### src/rtl/arith_codec_pkg.sv
// arith_codec_pkg: types and helpers shared by the arithmetic decoder stream controller
package arith_codec_pkg;
  localparam int DEC_WORD_W = 32;
  typedef enum logic [3:0] {
    S_IDLE, S_LOAD0, S_KICK, S_WAIT_RUN, S_RUN, S_FETCH, S_PROVIDE,
    S_REL_BITS, S_CAPTURE, S_ACK, S_REL_ACK, S_FLUSH, S_DONE
  } ctrl_state_t;
  function automatic logic [3:0] KEEP_FROM_COUNT(input logic [2:0] n);
    return n[2] ? 4'hF : 4'((5'd1 << n) - 5'd1);
  endfunction
endpackage

### src/rtl/arith_out_holdbuf.sv
// arith_out_holdbuf: newest result is held back until a successor or flush decides its tlast
module arith_out_holdbuf
  import arith_codec_pkg::*;
(
  input  logic                  clk,
  input  logic                  rstn,
  input  logic                  cap,
  input  logic [DEC_WORD_W-1:0] cap_data,
  input  logic [3:0]            cap_keep,
  input  logic                  flush,
  output logic                  can_cap,
  output logic                  empty,
  output logic                  m_tvalid,
  input  logic                  m_tready,
  output logic [DEC_WORD_W-1:0] m_tdata,
  output logic [3:0]            m_tkeep,
  output logic                  m_tlast
);
  logic                  held_v, pend_free, move;
  logic [DEC_WORD_W-1:0] held_d;
  logic [3:0]            held_k;
  assign pend_free = !m_tvalid || m_tready;
  assign can_cap   = !held_v || pend_free;
  assign move      = held_v && pend_free && (cap || flush);
  assign empty     = !held_v && !m_tvalid;
  // pending beat on the stream master, stable until it handshakes
  always_ff @(posedge clk) begin
    if (!rstn) begin
      m_tvalid <= 1'b0;
      m_tdata  <= '0;
      m_tkeep  <= '0;
      m_tlast  <= 1'b0;
    end else if (move) begin
      m_tvalid <= 1'b1;
      m_tdata  <= held_d;
      m_tkeep  <= held_k;
      m_tlast  <= flush;
    end else if (m_tready) begin
      m_tvalid <= 1'b0;
    end
  end
  // held word: the newest capture, released by its successor or by flush
  always_ff @(posedge clk) begin
    if (!rstn) begin
      held_v <= 1'b0;
      held_d <= '0;
      held_k <= '0;
    end else if (cap && can_cap) begin
      held_v <= 1'b1;
      held_d <= cap_data;
      held_k <= cap_keep;
    end else if (move) begin
      held_v <= 1'b0;
    end
  end
endmodule

### src/rtl/arith_decoder_stream_ctrl.sv
// arith_decoder_stream_ctrl: feeds one arithmetic decoder from a word stream and streams its results
module arith_decoder_stream_ctrl
  import arith_codec_pkg::*;
#(
  parameter int unsigned           TIMEOUT_CYCLES = 65535,
  parameter logic [DEC_WORD_W-1:0] PAD_WORD       = 32'h0000_0000
) (
  input  logic                  clk,
  input  logic                  rstn,
  input  logic                  cmd_start,
  output logic                  busy,
  output logic                  done,
  output logic                  error_overrun,
  output logic                  error_timeout,
  output logic [15:0]           words_in,
  output logic [15:0]           words_out,
  input  logic                  s_tvalid,
  output logic                  s_tready,
  input  logic [DEC_WORD_W-1:0] s_tdata,
  input  logic                  s_tlast,
  output logic                  m_tvalid,
  input  logic                  m_tready,
  output logic [DEC_WORD_W-1:0] m_tdata,
  output logic [3:0]            m_tkeep,
  output logic                  m_tlast,
  output logic                  dec_start,
  output logic [DEC_WORD_W-1:0] dec_input_bits,
  output logic                  dec_new_bits_provided,
  output logic                  dec_read_success,
  input  logic                  dec_idle,
  input  logic                  dec_result_ready,
  input  logic                  dec_new_bits_requested,
  input  logic [2:0]            dec_valid_output_bytes,
  input  logic [DEC_WORD_W-1:0] dec_out
);
  ctrl_state_t state, state_n;
  logic        last_seen, s_hs, m_hs, accept, pad, cap, can_cap, buf_empty, counting, tmo;
  logic [15:0] tmo_cnt;
  assign s_hs     = s_tvalid && s_tready;
  assign m_hs     = m_tvalid && m_tready;
  assign accept   = state == S_IDLE && cmd_start && dec_idle;
  assign pad      = state == S_FETCH && last_seen;
  assign cap      = state == S_CAPTURE && can_cap;
  assign counting = (state inside {S_LOAD0, S_FETCH, S_WAIT_RUN, S_PROVIDE, S_ACK})
                  || ((state inside {S_CAPTURE, S_FLUSH}) && m_tvalid && !m_tready);
  assign tmo      = TIMEOUT_CYCLES != 0 && counting && tmo_cnt == 16'(TIMEOUT_CYCLES);
  assign s_tready = (state == S_LOAD0 || (state == S_FETCH && !last_seen)) && !tmo;
  assign busy     = state != S_IDLE && state != S_DONE;
  assign done     = state == S_DONE;
  assign dec_start             = state == S_KICK;
  assign dec_new_bits_provided = state == S_PROVIDE;
  assign dec_read_success      = state == S_ACK;
  // next-state: handshakes with the stream and the decoder; a stall timeout overrides all
  always_comb begin
    state_n = state;
    unique case (state)
      S_IDLE:     state_n = accept ? S_LOAD0 : S_IDLE;
      S_LOAD0:    state_n = s_hs ? S_KICK : S_LOAD0;
      S_KICK:     state_n = S_WAIT_RUN;
      S_WAIT_RUN: state_n = dec_idle ? S_WAIT_RUN : S_RUN;
      S_RUN:      state_n = dec_result_ready ? S_CAPTURE :
                            dec_new_bits_requested ? S_FETCH :
                            dec_idle ? S_FLUSH : S_RUN;
      S_FETCH:    state_n = (last_seen || s_hs) ? S_PROVIDE : S_FETCH;
      S_PROVIDE:  state_n = dec_new_bits_requested ? S_PROVIDE : S_REL_BITS;
      S_REL_BITS: state_n = S_RUN;
      S_CAPTURE:  state_n = can_cap ? S_ACK : S_CAPTURE;
      S_ACK:      state_n = dec_result_ready ? S_ACK : S_REL_ACK;
      S_REL_ACK:  state_n = S_RUN;
      S_FLUSH:    state_n = buf_empty ? S_DONE : S_FLUSH;
      S_DONE:     state_n = S_IDLE;
      default:    state_n = S_IDLE;
    endcase
    if (tmo) state_n = S_DONE;
  end
  // state, wait timer, decoder input word, per-stream counters and sticky errors
  always_ff @(posedge clk) begin
    if (!rstn) begin
      state          <= S_IDLE;
      tmo_cnt        <= '0;
      last_seen      <= 1'b0;
      dec_input_bits <= '0;
      error_overrun  <= 1'b0;
      error_timeout  <= 1'b0;
      words_in       <= '0;
      words_out      <= '0;
    end else begin
      state   <= state_n;
      tmo_cnt <= (state_n != state || m_hs) ? '0 : counting ? tmo_cnt + 16'd1 : tmo_cnt;
      if (s_hs) begin
        dec_input_bits <= s_tdata;
        last_seen      <= s_tlast;
      end else if (pad) begin
        dec_input_bits <= PAD_WORD;
      end
      if (accept) begin
        last_seen     <= 1'b0;
        error_overrun <= 1'b0;
        error_timeout <= 1'b0;
        words_in      <= '0;
        words_out     <= '0;
      end else begin
        error_overrun <= error_overrun | pad;
        error_timeout <= error_timeout | tmo;
        words_in      <= words_in + 16'(s_hs && words_in != 16'hFFFF);
        words_out     <= words_out + 16'(m_hs && words_out != 16'hFFFF);
      end
    end
  end
  arith_out_holdbuf u_holdbuf (
    .clk      (clk),
    .rstn     (rstn),
    .cap      (cap),
    .cap_data (dec_out),
    .cap_keep (KEEP_FROM_COUNT(dec_valid_output_bytes)),
    .flush    (state == S_FLUSH),
    .can_cap  (can_cap),
    .empty    (buf_empty),
    .m_tvalid (m_tvalid),
    .m_tready (m_tready),
    .m_tdata  (m_tdata),
    .m_tkeep  (m_tkeep),
    .m_tlast  (m_tlast)
  );
endmodule

### config.mk
export PLATFORM = sky130hd
export DESIGN_NAME = arith_decoder_stream_ctrl
export DESIGN_NICKNAME = d
export VERILOG_FILES = /design/src/rtl/arith_codec_pkg.sv /design/src/rtl/arith_out_holdbuf.sv /design/src/rtl/arith_decoder_stream_ctrl.sv
export SDC_FILE = /design/constraint.sdc
export NUM_CORES = 1
export LEC_CHECK = 0
export CAP_MARGIN = 20
export CORE_MARGIN = 4
export CORE_UTILIZATION = 44
export CTS_CLUSTER_DIAMETER = 40
export DETAILED_ROUTE_END_ITERATION = 12
export PLACE_DENSITY_LB_ADDON = 0.25
export SYNTH_ARGS = -nofsm -noshare
export SYNTH_HDL_FRONTEND = slang
export SYNTH_SLANG_ARGS = --single-unit
### constraint.sdc
create_clock -name clk -period 5.4 [get_ports clk]
set_input_delay 1.08 -clock clk [delete_from_list [all_inputs] [get_ports clk]]
set_output_delay 1.08 -clock clk [all_outputs]
set_load 0.005 [all_outputs]
=== After elaboration in Yosys (flattened, before gate mapping) ===
Index checks and enable logic that the tools add are counted.

* $add $sub $neg: 4
* Muxes and demuxes: 20
* Shift operators: 1
* Bitwise gates (word level): 3
* Reduce and logical (&&, ||, !) cells: 40
* Eq/ne operators: 17

{| class="wikitable"
|+ Operators with widths
! cell !! number
|-
| two-way mux 32 bit || 2
|-
| case mux 4 bit (11 select lines) || 1
|-
| adder 16 x 1 -> 16 bit || 2
|-
| inequality test 16 bit (second input constant) || 2
|-
| == test 4 bit (second input constant) || 5
|-
| two-way mux 4 bit || 5
|-
| logical AND 1 bit || 18
|-
| adder 16 x 1 -> 16 bit (second input constant) || 1
|-
| == test 16 bit (second input constant) || 1
|-
| == test 4 x 3 -> 1 bit (second input constant) || 4
|-
| == test 4 x 2 -> 1 bit (second input constant) || 2
|-
| nonzero test 2 bit || 4
|-
| logical OR 1 bit || 7
|-
| two-way mux 1 bit || 7
|-
| two-way mux 2 bit || 3
|-
| two-way mux 3 bit || 2
|-
| OR reduction 2 bit || 3
|-
| logical NOT 1 bit || 5
|-
| nonzero test 5 bit || 1
|-
| == test 4 x 1 -> 1 bit (second input constant) || 1
|-
| logical NOT 4 bit || 1
|-
| inequality test 4 bit || 1
|-
| inequality test 4 bit (second input constant) || 1
|-
| nonzero test 4 bit || 1
|-
| 4 further kinds || 5
|}

* Register bits after elaboration: 162
* Input bits: 76
* Logic and storage cells: 100
* Output and inout bits: 110

=== Longest topological paths before layout ===
Gate-level depths: netlist of the first run.

* Depth in word-level cells: 16
* Gate-level depth with buffers: 13
* Gate-level depth less buffers: 12

=== Cells and area by module ===
A second synthesis of the first run with hierarchy kept.

* Cell total of the unflattened synthesis: 701
* Area total of the unflattened synthesis: 6765.2 um^2

{| class="wikitable"
|+ Modules (own cells, without submodules)
! module !! area each (um^2) !! times used !! cells an instance !! seq. area each (um^2)
|-
| arith_decoder_stream_ctrl || 3900.0 || 1 || 413 || 1741.7
|-
| arith_out_holdbuf || 2865.2 || 1 || 288 || 1501.4
|}

=== Worst setup path after synthesis of the first run ===
No wires, ideal clock.

* Path kind: input-to-reg
* Start point: input m_tready
* End point: register words_in[6]
* Setup time: 0.128 ns
* Path buffers: 1
* Setup slack: 1.944 ns
* Stages on the path: 12
* Required time: 5.272 ns
* Data arrival time: 3.328 ns
* Path through: nand2b_1 > o21a_1 > nor4_4 > or3b_2 > buf_2 > a41oi_1 > ha_1 > ha_1 > and3_1 > nand3_1 > xor2_1 > nor2_1

* Cells in the longest elaborated chain, start to end: 9

{| class="wikitable"
|+ Ends and longest elaborated chain
! item !! RTL line !! text
|-
| start: declaration || arith_decoder_stream_ctrl.sv:22 || <nowiki>input logic m_tready,</nowiki>
|-
| logical NOT 1 bit || arith_decoder_stream_ctrl.sv:45 || <nowiki>|| ((state inside {S_CAPTURE, S_FLUSH}) && m_tvalid && !m_tready);</nowiki>
|-
| logical AND 1 bit || arith_decoder_stream_ctrl.sv:45 ||
|-
| logical OR 1 bit || arith_decoder_stream_ctrl.sv:45 ||
|-
| logical AND 1 bit || arith_decoder_stream_ctrl.sv:46 || <nowiki>assign tmo = TIMEOUT_CYCLES != 0 && counting && tmo_cnt == 16'(TIMEOUT_CYCLES);</nowiki>
|-
| logical NOT 1 bit || arith_decoder_stream_ctrl.sv:47 || <nowiki>assign s_tready = (state == S_LOAD0 || (state == S_FETCH && !last_seen)) && !tmo;</nowiki>
|-
| logical AND 1 bit || arith_decoder_stream_ctrl.sv:47 ||
|-
| logical AND 1 bit || arith_decoder_stream_ctrl.sv:39 || <nowiki>assign s_hs = s_tvalid && s_tready;</nowiki>
|-
| logical AND 1 bit || arith_decoder_stream_ctrl.sv:105 || <nowiki>words_in <= words_in + 16'(s_hs && words_in != 16'hFFFF);</nowiki>
|-
| adder 16 x 1 -> 16 bit || arith_decoder_stream_ctrl.sv:105 ||
|-
| end signal: assignment || arith_decoder_stream_ctrl.sv:105 ||
|-
| end: declaration || arith_decoder_stream_ctrl.sv:15 || <nowiki>output logic [15:0] words_in,</nowiki>
|}

Every way passes these cells.
A chain may end at the register's enable or synchronous reset.

=== Worst setup path after layout of the first run ===
* Start point: input m_tready
* End point: output s_tready

* Cells in the longest elaborated chain, start to end: 6

{| class="wikitable"
|+ Ends and longest elaborated chain
! item !! RTL line !! text
|-
| logical NOT 1 bit || arith_decoder_stream_ctrl.sv:45 ||
|-
| logical AND 1 bit || arith_decoder_stream_ctrl.sv:45 ||
|-
| logical OR 1 bit || arith_decoder_stream_ctrl.sv:45 ||
|-
| logical AND 1 bit || arith_decoder_stream_ctrl.sv:46 ||
|-
| logical NOT 1 bit || arith_decoder_stream_ctrl.sv:47 ||
|-
| logical AND 1 bit || arith_decoder_stream_ctrl.sv:47 ||
|-
| end: declaration || arith_decoder_stream_ctrl.sv:18 || <nowiki>output logic s_tready,</nowiki>
|}

Every way passes these cells.

==> out/metrics.yaml, run 1 <==
drcViolationCount: 0
cts_made_buffers: 17
cts.sinks: 162
async_reset_ff_frac: 0
gr-total-overflow: 0
rows: 45
antenna_found_initial: 0
cts_resized: 0
root_buffer: "clkbuf_16"
start_util: 0.455
fillCellCount: 1370
synthAdderAreaFrac: 0.0107
fin_skew_ns: 0.0133
synth_fp_nets: 894
grt_first_pass_wirelength_mm: 28.7
worst_slack_ns: 1.10
synth-compound-area-share: 0.152
synth_edf_count: 0
globalRouteTotalUtil: 0.197
vdd_ir_drop_max_v: 0.000216
syn_avg_cell_area_um2: 8.64
cts_hold_buffers: 0
ys_warn_count: 0
tightest_slew_ns: 1.01
first_pass_iters: 5
dieArea_um2: 18000
synth_mux_area_frac: 0.00606
synth_top_cells_by_area: "dfxtp_1 46%, nand2_1 9.1%, a21boi_0 7.6%"
clk_pin_slew_ns: 0.07
io_buffers: 185
cp-start-kind: "input pin"
synth_top_family_by_area: "simple AND/OR/NAND/NOR gates"
maxSlewViolCount: 0
finalSetupViolCount: 0
postCtsSetupRepairBufs: 0
endpoint_kind: "output port"
synth-xor-area-share: 0.0523
core_um2: 15400
ant_nets: 0
boundaryPins: 186
outcome: "complete, no violations"
post_drt_wl_per_cell_um: 14.8
die_x_um: 134
max_freq_mhz: 233
synth-seq-area-share: 0.462
dr.first_iter.drc_count: 274
grt_max_degree: 68
drive_gt1_frac: 0.0610
synthCells: 812
dp_hpwl_mm: 11.9
htreeDepth: 4
gp_congestion: 0.875
crit_required_ns: 4.32
p_leak_nw: 3.44
synth.distinct_cells: 55
fin_crit_sh: 0.796
viasPerCell: 5.05
vias: 6026
syn2layout_area_growth_pct: 36.7
final_core_util: 0.621
wirelength_mm: 17.7
final_hold_viol_count: 0
clock_path_buffers: 2
synth-simple-area-share: 0.280
setup_tns_ns: 0
pre_cts_slack_ns: 1.12
rsz0062_at_grt: "false"
synth_seq_cells: 162
cp.arrival_ns: 3.22
hp-class: "register to register"
power_density_nw_per_um2: 279
cts_tree: "built"
setup.worst_path.class: "input pin to output port"
yosys.area.top_type_share: 0.462
yosysTopAreaCell: "dfxtp_1"
synthFlopType: "dfxtp_1"
grt_pass1_vias: 5724
maxCapViolCount: 0
clk_latency_ns: 0.43
synth.cell_area_um2: 7020
dieHeight_um: 134
nets: 1052
period_needed_ns: 4.30
fin_worst_hold_slack_ns: 0.446
max_slew_margin: 0.324
crit_path_max_fanout: 9
antenna_cells: 0
==> critical path: stages <==
cell and delay [ns]:
clkdlybuf4s50_1 0.44, nand2b_1 0.24, o21a_1 0.18, nor4_4 0.68, nor2_1 0.09, clkdlybuf4s50_1 0.50
==> layer usage <==
| layer | wire length (µm) | part of all wire | global-route usage |
|---|---|---|---|
| met3 | 1420 | 0.080 | 0.0799 |
| met1 | 7770 | 0.44 | 0.237 |
| met4 | 93 | 0.0053 | 0.0560 |
| met5 | 0 | 0 | 0 |
| met2 | 8430 | 0.48 | 0.324 |
==> flip-flops by register name (all words and copies together), names as in the netlist <==
signal              flops
error_timeout           1
u_holdbuf.m_tlast       1
state                   4
u_holdbuf.m_tdata      32
u_holdbuf.held_k        4
words_out              16
u_holdbuf.held_d       32
u_holdbuf.m_tvalid      1
dec_input_bits         32
last_seen               1
tmo_cnt                16
words_in               16
error_overrun           1
u_holdbuf.m_tkeep       4
u_holdbuf.held_v        1
==> cells in the mapped netlist (10+ instances only) <==
cell / count
a21oi_1: 10
and2_0: 18
xor2_1: 19
clkbuf_1: 42
nor3_2: 11
nor2_1: 49
a21boi_0: 71
nor3_1: 15
and3_1: 48
nand3_1: 21
xnor2_1: 21
dfxtp_1: 162
and2_1: 16
o21ai_0: 11
nand2_1: 170
o21a_1: 34
inv_1: 10
==> layout by cell type, fill, tap and decap left out, types with 2 or more instances in the layout <==
| master | instances |
|---|---|
| nand3b_1 | 3 |
| a21boi_0 | 71 |
| a21oi_1 | 10 |
| nor2_1 | 49 |
| or3_1 | 8 |
| nand3_1 | 20 |
| and2_1 | 16 |
| nor3_1 | 15 |
| o21a_1 | 34 |
| nand2b_1 | 4 |
| ha_1 | 6 |
| and4_1 | 4 |
| xor2_1 | 19 |
| clkinv_2 | 3 |
| mux2i_1 | 2 |
| nand2_1 | 170 |
| and2_0 | 18 |
| a211o_1 | 2 |
| clkdlybuf4s50_1 | 184 |
| clkbuf_16 | 17 |
| o21ai_0 | 11 |
| inv_1 | 10 |
| dfxtp_1 | 162 |
| a31oi_1 | 2 |
| nand4_1 | 6 |
| buf_4 | 5 |
| or4_1 | 3 |
| inv_6 | 4 |
| a211oi_1 | 2 |
| xnor2_1 | 21 |
| bufinv_16 | 3 |
| nor3_2 | 11 |
| and3_1 | 48 |
| clkinv_4 | 2 |
| o311a_1 | 2 |
| nor2b_1 | 8 |
==> power by group <==
part / switching, mW / internal [mW] / leakage, nW / total [mW]
logic: 0.0964 / 0.116 / 1.83 / 0.212
clock network: 0.504 / 0.735 / 0.297 / 1.24
registers: 0.0126 / 1.21 / 1.31 / 1.22
==> cell type report <==
| cell class | count | area, µm² | share of cell area |
|---|---|---|---|
| Clock inverter | 14 | 176 | 0.0184 |
| Sequential cell | 162 | 3240 | 0.338 |
| Clock buffer | 18 | 429 | 0.0448 |
| Multi-Input combinational cell | 588 | 3520 | 0.368 |
| Tap cell | 211 | 264 | 0.0275 |
| Inverter | 10 | 37.5 | 0.00392 |
| Timing Repair Buffer | 191 | 1910 | 0.199 |
==> cells by family after synthesis <==
kind of cell             after synthesis
AO/OA/AOI/OAI                        144
XOR/XNOR                              41
adder cells (fa/ha/maj)                6
buffers and inverters                 62
flip-flops                           162
multiplexers                           3
AND/OR/NAND/NOR                      394
==> path summary, 6_finish.rpt <==
path         slack, ns  cells after the start                      from                       end
max               1.10                      6                  m_tready                  s_tready
min reg2reg       0.45                      2  error_overrun$_SDFF_PP0_  error_overrun$_SDFF_PP0_
max reg2reg       2.08                     10       state[1]$_SDFF_PN0_   words_in[12]$_SDFF_PP0_
min               0.45                      2  error_overrun$_SDFF_PP0_  error_overrun$_SDFF_PP0_
==> per-stage QoR <==
stage	instances	cell area [µm²]	power, mW
after global routing	1194	9590	2.77
after global placement	1161	8950	1.46
after detailed placement	1161	8950	1.46
final	1194	9590	2.67
after floorplan	812	7020	1.36
after CTS	1193	9560	2.70
No activity file was read; power rests on OpenSTA's default activity.
==> run 2: changes to the inputs <==
clock period = 4 ns   (was 5.4 ns; I/O delays follow)
==> out/metrics.yaml, run 2 (synthesized netlist as in run 1, its figures left out) <==
outcome: "complete, no violations"
power_density_nw_per_um2: 370  # +33%
hp-class: "register to register"
busiest_layer: "met2"
grt_max_degree: 79  # +16%
drive_gt1_frac: 0.0638  # +0.00279
clk_pin_slew_ns: 0.06  # about the same
gr-total-overflow: 0  # unchanged
fin_skew_ns: 0.00768  # -0.00559 ns
rows: 45  # unchanged
first_pass_iters: 4  # -1
core_um2: 15400  # unchanged
dp_hpwl_mm: 12.1  # +2.1%
slowest_stage: "clkdlybuf4s50_1"
nets: 1056  # +0.38%
antenna_found_initial: 0  # unchanged
max_slew_margin: 0.336  # +0.0116
clock_path_buffers: 2  # unchanged
finalSetupViolCount: 0  # unchanged
path_delay_family: "buffers and inverters"
cp-start-kind: "input pin"
viasPerCell: 5.01  # -0.65%
reg2reg_to: "words_in[12]$_SDFF_PP0_"
cts_resized: 0  # unchanged
wirelength_mm: 17.5  # -1.1%
gp_congestion: 0.863  # -1.3%
drcViolationCount: 0  # unchanged
period_needed_ns: 3.53
cts.sinks: 162  # unchanged
final_hold_viol_count: 0  # unchanged
grt_util_met3: 0.0758  # -0.00413
worst_path_most_repeated_cell: "clkdlybuf4s50_1"
dpl_cell_area_um2: 8980  # +0.29%
reg2reg_slack_ns: 0.72  # -1.36 ns
rsz0062_at_grt: "false"
post_drt_wl_per_cell_um: 14.6  # -1.4%
syn2layout_area_growth_pct: 36.3
grt_pass1_vias: 5855  # +2.3%
use_met2: 0.319  # -0.00503
vdd_ir_drop_max_v: 0.000274  # +27%
worstHoldEndpoint: "error_overrun$_SDFF_PP0_"
hp-start: "error_overrun$_SDFF_PP0_"
crit_chain: "clkdlybuf4s50_1 > nand2b_1 > o21a_1 > nor4_4 > buf_4 > nor2_1 > clkdlybuf4s50_1"
fin_crit_sh: 0.882
start_util: 0.455  # unchanged
maxSlewViolCount: 0  # unchanged
boundaryPins: 186  # unchanged
clk_latency_ns: 0.42  # about the same
postCtsSetupRepairBufs: 0  # unchanged
max_freq_mhz: 284
crit_required_ns: 3.20  # -1.12 ns
grt_use_met1: 0.240  # +0.00225
endpoint_kind: "output port"
crit_path_max_fanout: 8  # -1
rr_worst_depth: 10  # unchanged
io_buffers: 185  # unchanged
cp.arrival_ns: 2.73  # -0.49 ns
vias: 6007  # -0.32%
globalRouteTotalUtil: 0.196  # -0.000778
dieArea_um2: 18000  # unchanged
slowest_delay_ns: 0.48  # -0.20 ns
setup_tns_ns: 0  # unchanged
p_leak_nw: 3.43  # -0.31%
dieHeight_um: 134  # unchanged
root_buffer: "clkbuf_16"
layout_common_cells: "184 x clkdlybuf4s50_1, 170 x nand2_1, 162 x dfxtp_1"
area.sequential_um2: 3240  # unchanged
tightest_slew_ns: 0.991  # -0.0212 ns
dr.first_iter.drc_count: 454  # +66%
die_x_um: 134  # unchanged
final_common_cell: "clkdlybuf4s50_1"
critical_path_depth: 7  # +1
fin_worst_hold_slack_ns: 0.455  # +0.00918 ns
final_core_util: 0.620  # -0.00146
power_mw: 3.53  # +32%
reg2reg_from: "state[1]$_SDFF_PN0_"
grt_first_pass_wirelength_mm: 28.9  # +0.82%
ant_nets: 0  # unchanged
final_area_um2: 9560  # -0.23%
htreeDepth: 4  # unchanged
cts_hold_buffers: 0  # unchanged
maxCapViolCount: 0  # unchanged
hold_depth: 2  # unchanged
critPathLaunch: "m_tready"
cts_made_buffers: 17  # unchanged
multi_input_area_um2: 3510  # -0.32%
fillCellCount: 1405  # +2.6%
antenna_cells: 0  # unchanged
setup.worst_path.class: "input pin to output port"
crit_buf_inv: 3  # +1
biggestRegsByFlops: "dec_input_bits x32, u_holdbuf.held_d x32, u_holdbuf.m_tdata x32"
cts_tree: "built"
run 2: power by group:
part | leakage (nW) | internal [mW] | total, mW | switching [mW]
sequential | 1.31 | 1.63 | 1.65 | 0.0173
clock | 0.275 | 0.928 | 1.60 | 0.675
combinational | 1.85 | 0.153 | 0.282 | 0.129
total | 3.43 | 2.71 | 3.53 | 0.822
run 2: stage by stage:
| stage | instances | setup WS [ns] |
|---|---|---|
| 2_1_floorplan | 812 | 0.824 |
| 3_3_place_gp | 1166 | 0.363 |
| 3_5_place_dp | 1166 | 0.326 |
| 4_1_cts | 1198 | 0.489 |
| 5_1_grt | 1198 | 0.390 |
| 6_report | 1198 | 0.474 |
run 2: layout make-up:
cell class	instances	share of cell area
clock buffer	18	0.0449
sequential	162	0.339
tap	211	0.0276
clock inverter	14	0.0162
inverter	10	0.00392
timing repair buffer	195	0.201
multi-input combinational	588	0.367
run 2: worst max-delay path by stage:
stage	to	slack, ns
2_1_floorplan	words_in[6]$_SDFF_PP0_	0.82
3_3_place_gp	words_in[12]$_SDFF_PP0_	0.36
3_5_place_dp	words_in[12]$_SDFF_PP0_	0.33
4_1_cts	s_tready	0.49
5_1_grt	s_tready	0.39
6_report	s_tready	0.47
run 2: metal layers:
layer / vias to the layer above / wire length (µm)
li1: 3053 / -
met1: 2749 / 7570
met2: 187 / 8100
met3: 18 / 1620
met4: 0 / 233
met5: - / 0
run 2: worst register-to-register path: stages (launching register included):
cell,delay (ns)
dfxtp_1,0.65
or2b_1,0.29
a21oi_1,0.31
nor4_4,0.09
or3b_2,0.49
a41oi_1,0.18
ha_1,0.26
ha_1,0.26
nand3_1,0.19
or3_1,0.35
a21oi_1,0.14
==> run 3: changes to the inputs <==
CORE_UTILIZATION = 45   (was 44)
==> out/metrics.yaml, run 3 (synthesized netlist as in run 1, its figures left out) <==
setup.worst_path.class: "input pin to output port"
fin_crit_sh: 0.883  # +0.00133
crit_chain: "clkdlybuf4s50_1 > nand2b_1 > o21a_1 > nor4_4 > buf_4 > nor2_1 > clkdlybuf4s50_1"
power_density_nw_per_um2: 373  # +0.97%
dpl_cell_area_um2: 8990  # about the same
crit_path_max_fanout: 8  # unchanged
max_slew_margin: 0.279  # -0.0572
cp.arrival_ns: 2.73  # about the same
cts_made_buffers: 17  # unchanged
gp_congestion: 0.875  # +1.3%
htreeDepth: 4  # unchanged
fin_cells: 1198  # unchanged
slowest_stage: "clkdlybuf4s50_1"
cts.sinks: 162  # unchanged
fin_worst_hold_slack_ns: 0.443  # -0.0120 ns
antenna_found_initial: 0  # unchanged
gr-total-overflow: 0  # unchanged
final_common_cell: "clkdlybuf4s50_1"
io_buffers: 185  # unchanged
cts_hold_buffers: 0  # unchanged
die_x_um: 133  # -1.1%
cp-start-kind: "input pin"
maxCapViolCount: 0  # unchanged
core_um2: 15300  # -1.1%
clk_latency_ns: 0.42  # about the same
grt_first_pass_wirelength_mm: 28.9  # +0.12%
crit_required_ns: 3.20  # about the same
dp_hpwl_mm: 11.8  # -2.9%
drcViolationCount: 0  # unchanged
first_pass_iters: 4  # unchanged
rsz0062_at_grt: "false"
crit_buf_inv: 3  # unchanged
clk_pin_slew_ns: 0.06  # about the same
grt_pass1_vias: 5737  # -2.0%
dieHeight_um: 133  # -1.1%
clock_path_buffers: 2  # unchanged
vdd_ir_drop_max_v: 0.000293  # +6.9%
antenna_cells: 0  # unchanged
dieArea_um2: 17700  # -2.1%
slowest_delay_ns: 0.48  # about the same
period_needed_ns: 3.53  # +0.00533 ns
setup_tns_ns: 0  # unchanged
start_util: 0.460  # +0.00503
dp_cells: 1167  # +0.086%
postCtsSetupRepairBufs: 0  # unchanged
grt_max_degree: 116  # +47%
worst_slack_ns: 0.469  # -0.00533 ns
final_hold_viol_count: 0  # unchanged
nets: 1057  # +0.095%
finalSetupViolCount: 0  # unchanged
root_buffer: "clkbuf_16"
fin_skew_ns: 0.0100  # +0.00236 ns
post_drt_wl_per_cell_um: 14.6  # about the same
layout_common_cells: "184 x clkdlybuf4s50_1, 170 x nand2_1, 162 x dfxtp_1"
ant_nets: 0  # unchanged
outcome: "complete, no violations"
hp-class: "register to register"
max_freq_mhz: 283  # -0.15%
maxSlewViolCount: 0  # unchanged
tightest_slew_ns: 1.08  # +0.0907 ns
drive_gt1_frac: 0.0618  # -0.00203
power_mw: 3.58  # +1.2%
viasPerCell: 5.08  # +1.3%
globalRouteTotalUtil: 0.198  # +0.00262
endpoint_kind: "output port"
worst_path_most_repeated_cell: "clkdlybuf4s50_1"
p_leak_nw: 3.45  # +0.70%
boundaryPins: 186  # unchanged
cts_tree: "built"
dr.first_iter.drc_count: 368  # -19%
pre_cts_slack_ns: 0.248  # -0.0783 ns
syn2layout_area_growth_pct: 36.6
wirelength_mm: 17.5  # about the same
biggestRegsByFlops: "dec_input_bits x32, u_holdbuf.held_d x32, u_holdbuf.m_tdata x32"
vias: 6085  # +1.3%
reg2reg_slack_ns: 0.68  # -0.04 ns
cts_resized: 0  # unchanged
rows: 45  # unchanged
path_delay_family: "buffers and inverters"
final_core_util: 0.628  # +0.00809
final_area_um2: 9580  # +0.20%
run 3: changes by cell type in the layout (fill, tap and decap cells not counted), sizes merged:
cell      change
clkinvlp      -4
clkinv        +2
buf           +1
bufinv        +1
clkbuf        +4
inv           -4
run 3: cell type report:
| type | count | area [µm²] |
|---|---|---|
| Clock inverter | 9 | 131 |
| Inverter | 10 | 37.5 |
| Clock buffer | 22 | 464 |
| Multi-Input combinational cell | 588 | 3510 |
| Fill cell | 1329 | 5680 |
| Timing Repair Buffer | 196 | 1930 |
| Sequential cell | 162 | 3240 |
| Tap cell | 211 | 264 |
run 3: layer usage:
layer / vias up / track usage / share of wire
li1: 3060 / - / -
met1: 2818 / 0.249 / 0.44
met2: 191 / 0.317 / 0.47
met3: 16 / 0.0745 / 0.083
met4: 0 / 0.0606 / 0.011
met5: - / 0 / 0
run 3: where the power goes:
part / total [mW] / switching (mW) / internal (mW)
combinational: 0.284 / 0.130 / 0.154
clock: 1.64 / 0.631 / 1.01
sequential: 1.65 / 0.0176 / 1.63
run 3: worst paths after layout:
path | start | end | cells after the start
worst max-delay path | m_tready | s_tready | 7
worst min-delay path | error_overrun$_SDFF_PP0_ | error_overrun$_SDFF_PP0_ | 2
worst max register to register | state[1]$_SDFF_PN0_ | words_in[12]$_SDFF_PP0_ | 10
worst min register to register | error_overrun$_SDFF_PP0_ | error_overrun$_SDFF_PP0_ | 2
run 3: tightest hold or removal path, cell delays in order, from the launching register on:
cell and delay, ns:
dfxtp_1 0.31, inv_1 0.04, a21oi_1 0.04
